[config.mk]
export PLATFORM = sky130hd
export DESIGN_NAME = myproject_div_seq_22s_11s
export DESIGN_NICKNAME = d
export VERILOG_FILES = /design/src/rtl/myproject_div_seq_22s_11s.sv
export SDC_FILE = /design/constraint.sdc
export NUM_CORES = 1
export LEC_CHECK = 0
export BUFFER_PORTS_ARGS = -buffer_cell sky130_fd_sc_hd__buf_4
export CAP_MARGIN = 20
export CORE_MARGIN = 2
export CORE_UTILIZATION = 39
export DETAILED_ROUTE_END_ITERATION = 8
export MAX_ROUTING_LAYER = met4
export PLACE_DENSITY = 0.54
export SLEW_MARGIN = 20
export SYNTH_ARGS = -nofsm -noshare
export SYNTH_HDL_FRONTEND = slang
export SYNTH_SLANG_ARGS = --single-unit
[constraint.sdc]
create_clock -name ap_clk -period 5.8 [get_ports ap_clk]
set_input_delay 0.58 -clock ap_clk [delete_from_list [all_inputs] [get_ports ap_clk]]
set_output_delay 0.58 -clock ap_clk [all_outputs]
set_load 0.01 [all_outputs]
[src/rtl/myproject_div_seq_22s_11s.sv]
// Sequential signed divider: DIVIDEND_WIDTH-bit dividend by DIVISOR_WIDTH-bit
// divisor, one restoring shift-subtract step per cycle on magnitudes.
// Quotient rounds toward zero; the remainder takes the dividend's sign.
// Optional build macro MYPROJECT_DIV_SAT_EN: saturate an overflowing quotient
// instead of returning its low DIVISOR_WIDTH bits.
// Handshake: in IDLE, ap_start=1 captures din0/din1 in the same cycle and
// ap_ready pulses there; ap_done pulses for the single DONE cycle, during
// which quot/rem/ovf/div_zero are already valid and then held until the next
// DONE. The FSM state is visible on the internal signal 'state'.
module myproject_div_seq_22s_11s #(
  parameter int DIVIDEND_WIDTH = 22,
  parameter int DIVISOR_WIDTH  = 11
) (
  input  logic                      ap_clk,
  input  logic                      ap_rst,
  input  logic                      ap_start,
  input  logic [DIVIDEND_WIDTH-1:0] din0,
  input  logic [DIVISOR_WIDTH-1:0]  din1,
  output logic                      ap_idle,
  output logic                      ap_ready,
  output logic                      ap_done,
  output logic [DIVISOR_WIDTH-1:0]  quot,
  output logic [DIVISOR_WIDTH-1:0]  rem,
  output logic                      ovf,
  output logic                      div_zero
);

  localparam int DW = DIVIDEND_WIDTH;
  localparam int DV = DIVISOR_WIDTH;
  localparam int CW = $clog2(DW);
  localparam logic [CW-1:0] LAST_STEP = CW'(DW - 1);
  localparam logic [DV-1:0] QMAX = {1'b0, {(DV-1){1'b1}}};
  localparam logic [DV-1:0] QMIN = {1'b1, {(DV-1){1'b0}}};

  typedef enum logic [1:0] {IDLE, CALC, DONE} state_t;

  state_t        state;
  state_t        state_nxt;
  logic [CW-1:0] cnt;
  // Dividend magnitude shifts out of the top while quotient bits enter at
  // the bottom; after DW steps the register holds the quotient magnitude.
  logic [DW-1:0] dvd_sh;
  logic [DV:0]   dsr_mag;
  logic [DV-1:0] rem_acc;
  logic          neg_dvd;
  logic          neg_dsr;

  logic [DW:0]   din0_ext;
  logic [DV:0]   din1_ext;
  logic [DW-1:0] dvd_load;
  logic [DV:0]   dsr_load;
  logic          dsr_zero;
  logic          last_step;
  logic [DV:0]   rem_sh;
  logic          sub_ok;
  logic [DV-1:0] rem_step;
  logic [DW-1:0] quo_step;
  logic [DW:0]   q_true;
  logic          ovf_calc;
  logic [DV-1:0] quot_calc;
  logic [DV-1:0] rem_calc;

  // Operand magnitudes, one bit wider so the most negative value does not wrap.
  always_comb begin
    din0_ext = {din0[DW-1], din0};
    din1_ext = {din1[DV-1], din1};
    dvd_load = DW'(din0[DW-1] ? -din0_ext : din0_ext);
    dsr_load = din1[DV-1] ? -din1_ext : din1_ext;
    dsr_zero = (din1 == '0);
  end

  // One restoring step plus the signed result it would produce if it is the last.
  always_comb begin
    last_step = (cnt == LAST_STEP);
    rem_sh    = {rem_acc, dvd_sh[DW-1]};
    sub_ok    = (rem_sh >= dsr_mag);
    rem_step  = sub_ok ? DV'(rem_sh - dsr_mag) : rem_sh[DV-1:0];
    quo_step  = {dvd_sh[DW-2:0], sub_ok};
    q_true    = (neg_dvd ^ neg_dsr) ? -{1'b0, quo_step} : {1'b0, quo_step};
    // In range exactly when the bits above the result sign are a sign extension.
    ovf_calc  = !((&q_true[DW:DV-1]) || (~|q_true[DW:DV-1]));
`ifdef MYPROJECT_DIV_SAT_EN
    quot_calc = ovf_calc ? (q_true[DW] ? QMIN : QMAX) : q_true[DV-1:0];
`else
    quot_calc = q_true[DV-1:0];
`endif
    rem_calc  = neg_dvd ? -rem_step : rem_step;
  end

  // State register.
  always_ff @(posedge ap_clk) begin
    if (ap_rst) state <= IDLE;
    else        state <= state_nxt;
  end

  // Next state and handshake outputs; reset masks same-cycle pulses.
  always_comb begin
    state_nxt = state;
    ap_idle   = 1'b0;
    ap_ready  = 1'b0;
    ap_done   = 1'b0;
    case (state)
      IDLE: begin
        ap_idle  = 1'b1;
        ap_ready = ap_start && !ap_rst;
        if (ap_start) state_nxt = dsr_zero ? DONE : CALC;
      end
      CALC: begin
        if (last_step) state_nxt = DONE;
      end
      DONE: begin
        ap_done   = !ap_rst;
        state_nxt = IDLE;
      end
      default: state_nxt = IDLE;
    endcase
  end

  // Datapath: capture in IDLE, step in CALC, publish results on DONE entry.
  always_ff @(posedge ap_clk) begin
    if (ap_rst) begin
      cnt      <= '0;
      dvd_sh   <= '0;
      dsr_mag  <= '0;
      rem_acc  <= '0;
      neg_dvd  <= 1'b0;
      neg_dsr  <= 1'b0;
      quot     <= '0;
      rem      <= '0;
      ovf      <= 1'b0;
      div_zero <= 1'b0;
    end else begin
      case (state)
        IDLE: begin
          if (ap_start) begin
            cnt     <= '0;
            dvd_sh  <= dvd_load;
            dsr_mag <= dsr_load;
            rem_acc <= '0;
            neg_dvd <= din0[DW-1];
            neg_dsr <= din1[DV-1];
            if (dsr_zero) begin
              quot     <= din0[DW-1] ? QMIN : QMAX;
              rem      <= '0;
              ovf      <= 1'b0;
              div_zero <= 1'b1;
            end
          end
        end
        CALC: begin
          dvd_sh  <= quo_step;
          rem_acc <= rem_step;
          if (last_step) begin
            cnt      <= '0;
            quot     <= quot_calc;
            rem      <= rem_calc;
            ovf      <= ovf_calc;
            div_zero <= 1'b0;
          end else begin
            cnt <= cnt + 1'b1;
          end
        end
        default: ;
      endcase
    end
  end

endmodule

# --- After elaboration in Yosys (flattened, before gate mapping) ---
# Cells that the tools add are included.
word_totals:
  regBits: 78
  input_bits: 36
  out_inout_bits: 27
classes:
  addsub: 6
  order_cmp: 1
  eq_ne: 6
  n_mux: 36
  bitwise: 1
  reduce_logical: 14
ops:
  columns: ["op", "count"]
  rows:
  - ["$mux W11", 10]
  - ["$pmux W11 S2", 3]
  - ["$mux W22", 2]
  - ["$pmux W22 S2", 1]
  - ["$mux W23", 1]
  - ["$neg A22 Y23", 1]
  - ["$neg A22 Y22", 1]
  - ["$reduce_and A13 Y1", 1]
  - ["$reduce_or A13 Y1", 1]
  - ["$ge A12 B12 Y1", 1]
  - ["$mux W12", 1]
  - ["$neg A12 Y12", 1]
  - ["$logic_not A11 Y1", 1]
  - ["$neg A11 Y11", 1]
  - ["$sub A11 B11 Y11", 1]
  - ["$mux W5", 2]
  - ["$pmux W5 S2", 1]
  - ["$mux W1", 9]
  - ["$mux W2", 3]
  - ["$ne A2 B2 Y1 const B", 3]
  - ["$reduce_and A2 Y1", 3]
  - ["$add A5 B1 Y5 const B", 1]
  - ["$eq A5 B5 Y1 const B", 1]
  - ["$pmux W1 S2", 2]
  - ["other kinds (10)", 12]

# --- Longest topological paths before layout ---
depth:
  word_depth: 9
  mapped_depth: 21

# --- Worst setup path before layout ---
# No wires, ideal clock.
synth_path:
  kind: "reg2reg"
  startpoint: "register dvd_sh[21]"
  endpoint: "register ovf"
  arrival_ns: 3.641
  slack_ns: 2.037
  stages_incl_launch_ff: 20
  n_path_buf: 1
  cell_sequence: "dfxtp_1 > inv_1 > ha_1 > inv_1 > fa_1 > nand3_1 > nand2_1 > o2111ai_1 > nand2_1 > inv_1 > clkbuf_1 > ha_1 > nand2b_1 > nor4_2 > nand2_1 > a21boi_0 > o21bai_2 > a2111oi_0 > and4_4 > a211oi_2"
synth_between:
  elab_chain_len: 9
  elab_cells_between_ends: 10
  classes_between: "add/sub: 1; order compare: 1; mux: 3; reduce/logical: 5"
synth_lines:
  columns: ["element", "line", "source"]
  rows:
  - ["start: declaration", "42", "logic [DW-1:0] dvd_sh;"]
  - ["start signal: assignment", "137", "dvd_sh <= dvd_load;"]
  - ["start signal: assignment", "151", "dvd_sh <= quo_step;"]
  - ["$ge A12 B12 Y1 *", "76", "sub_ok = (rem_sh >= dsr_mag);"]
  - ["$neg A22 Y23 *", "79", "q_true = (neg_dvd ^ neg_dsr) ? -{1'b0, quo_step} : {1'b0, quo_step};"]
  - ["$mux W23 *", "79", null]
  - ["$reduce_or A13 Y1", "81", "ovf_calc = !((&q_true[DW:DV-1]) || (~|q_true[DW:DV-1]));"]
  - ["$logic_not A1 Y1", "81", null]
  - ["$logic_or A1 B1 Y1 *", "81", null]
  - ["$logic_not A1 Y1 *", "81", null]
  - ["$mux W1 *", "153", "if (last_step) begin"]
  - ["$pmux W1 S2 *", "133", "case (state)"]
  - ["end signal: assignment", "157", "ovf <= ovf_calc;"]
  - ["end: declaration", "24", "output logic ovf,"]
# Every way passes the cells marked *; elsewhere a longest branch is shown, timed or not. The select of a mux whose other input is x is not followed.
# A chain may end at the register's enable or synchronous reset.

# --- Final worst setup path ---
# Same ends and word-level chain as after synthesis.

==> impl_metrics.toml <==
[run_status]
outcome = "finished, final reports clean"

[critical_path]
end_kind = "flip-flop"
crit_required_ps = 6030
criticalPathCategory = "reg -> reg"
critical_path_buf_inv_count = 3
crit_chain = "inv_1, ha_1, inv_1, fa_1, nand3_1, nand2_1, o2111ai_1, nand2_1, inv_1, ha_1, nand2b_1, nor4_2, nand2_1, a21boi_0, o21bai_2, a2111oi_0, and4_4, a211oi_2"
cp_max_fo = 12
path_delay_family = "compound AO/OA/AOI/OAI gates"
start_kind = "flip-flop"
cp.arrival_ps = 4460
cp_slowest_stage_delay_ps = 520
slowest_stage = "o2111ai_1"

[floorplanning]
core-area_um2 = 13200
die_x_um = 121
rows = 42
die_area_um2 = 14500
dieHeight_um = 121
io_pins = 63
start_util = 0.400

[sta]
slew_violations = 0
fin_crit_ps = 4230
fin_skew_ps = 5.64
max_slew_margin = 0.470
clock.fmax_mhz = 236
rsz0062_at_grt = "false"
setup_viol = 0
tns_ps = 0
hold_viol_final = 0
hold-worst-slack_ps = 450
max_slew.worst_pin.slew_ps = 796
fin_crit_sh = 0.730

[logic_synthesis]
synth_fa_ha_area_frac = 0.0487
synth_compound_area_frac = 0.246
async_flop_share = 0
yosysWarnings = 0
synth_seq_area_share = 0.295
syn_inst = 668
ys.flop_type = "dfxtp_1"
synth_top_area_frac = 0.295
synth_edf_count = 0
synth_simple_gate_area_frac = 0.233
synth-xor-area-share = 0.0943
syn_nets = 724
synth_area_um2 = 5300
yosysUniqueCellTypes = 76
synthMuxAreaShare = 0.0234
synth.avg_cell_area_um2 = 7.93
synth_top_family_by_area = "compound AO/OA/AOI/OAI gates"
synthTopCellsByArea = "dfxtp_1, xnor2_1, nor2_1, ha_1, nand2_1"
yosys_register_bits = 78
yosys.area.top_type = "dfxtp_1"

[global_routing]
grt_use_total = 0.220
grt_pass1_vias = 4916
grt_pass1_wl_mm = 24.8
grt_overflow_total = 0
grt_max_degree = 75
antenna_found_initial = 0

[route]
dr.first_iter.drc_count = 345
vias = 5085
drtPass1Iterations = 6
ant_nets = 0
viasPerCell = 5.72
drc = 0
wl_per_cell_um = 17.1
drt_wl_total_mm = 15.2

[clocking]
htree_levels = 3
cts_resized = 0
cts_sinks = 78
root_buffer = "clkbuf_16"
cts_tree = "built"
path_clk_slew_ps = 60
cts_buffer_depth = 2
clock_latency_ps = 350
cts_setup_buffers = 0
cts_hold_buf = 0
cts_made_buffers = 9

[finish]
layout_commonest_cell = "nor2_1"
drive_gt1_frac = 0.160
finalInstanceArea_um2 = 6200
syn2layout_area_growth_pct = 17.1
layout_common_cells = "nor2_1, dfxtp_1, buf_4"
n_antenna_cell = 0
nNetsFinal = 764

[power]
p_total_w = 0.00267
p_leak_nw = 2.44
power.density_nw_per_um2 = 431
ir_drop_mv = 0.224

[min_path]
hold_class = "reg -> reg"

[placed_design]
dpl-instance-area_um2 = 5850
dp_hpwl_mm = 11.1
gp_congestion = 0.885
io_buffers = 62

[run]
cap_violations = 0
-- synthesized netlist by cell type, drive strengths merged (11+ instances only) --
cell,count
nor2,82
dfxtp,78
nand2,62
a21oi,37
xnor2,36
inv,32
clkbuf,30
o21ai,30
xor2,21
ha,19
o31ai,16
a222oi,15
nand3,15
a211oi,14
nor3,14
nand2b,11
nor4,11
-- area by class of cell --
cell class | count | area, µm²
Sequential cell | 78 | 1560
Tap cell | 176 | 220
Multi-Input combinational cell | 518 | 3430
Timing Repair Buffer | 69 | 518
Clock inverter | 6 | 116
Clock buffer | 10 | 239
Inverter | 32 | 120
Fill cell | 1369 | 7040
-- flip-flops by register name, indices dropped and copies added, names as in the netlist, 2 cells and up --
signal / count
rem_acc: 11
state: 2
dvd_sh: 22
cnt: 5
dsr_mag: 12
quot: 11
rem: 11
-- layer usage --
metal,global-route usage,vias up,wire [µm]
li1,-,2527,-
met1,0.266,2423,6800
met2,0.365,108,7520
met3,0.0344,27,450
met4,0.0952,0,439
met5,-,-,0
-- worst min-delay path, cell delays in order (launching register included) --
cell     delay [ps]
dfxtp_1         310
nand2_1          50
nand2_1          40
-- power by group --
group	switching, W	internal [W]
logic	0.000788	0.000526
registers	0.0000783	0.000598
clock network	0.000244	0.000436
-- cells by family after synthesis --
family | Yosys count
AOI/OAI and AO/OA | 180
muxes | 12
xor gates and xnor gates | 57
DFF | 78
adders and majority gates | 20
and+or+nand+nor | 249
buffers and inverters | 72
-- path summary, 6_finish.rpt --
check	startpoint	slack, ps	depth (start not counted)	end
worst min-delay path	quot[9]$_SDFFE_PP0P_	450	2	quot[9]$_SDFFE_PP0P_
worst min register to register	quot[9]$_SDFFE_PP0P_	450	2	quot[9]$_SDFFE_PP0P_
worst max-delay path	dvd_sh[21]$_SDFFE_PP0P_	1570	18	ovf$_SDFFE_PP0P_
worst max register to register	dvd_sh[21]$_SDFFE_PP0P_	1570	18	ovf$_SDFFE_PP0P_
-- metrics by stage --
stage | utilization | worst slack, ps | std cells
finish | 0.468 | 1570 | 889
global route | 0.468 | 1220 | 889
CTS | 0.468 | 1640 | 889
detailed placement | 0.441 | 1660 | 873
global placement | 0.441 | 1810 | 873
floorplan | - | 2040 | 668
Note: power is estimated with default switching activity, not from simulation.
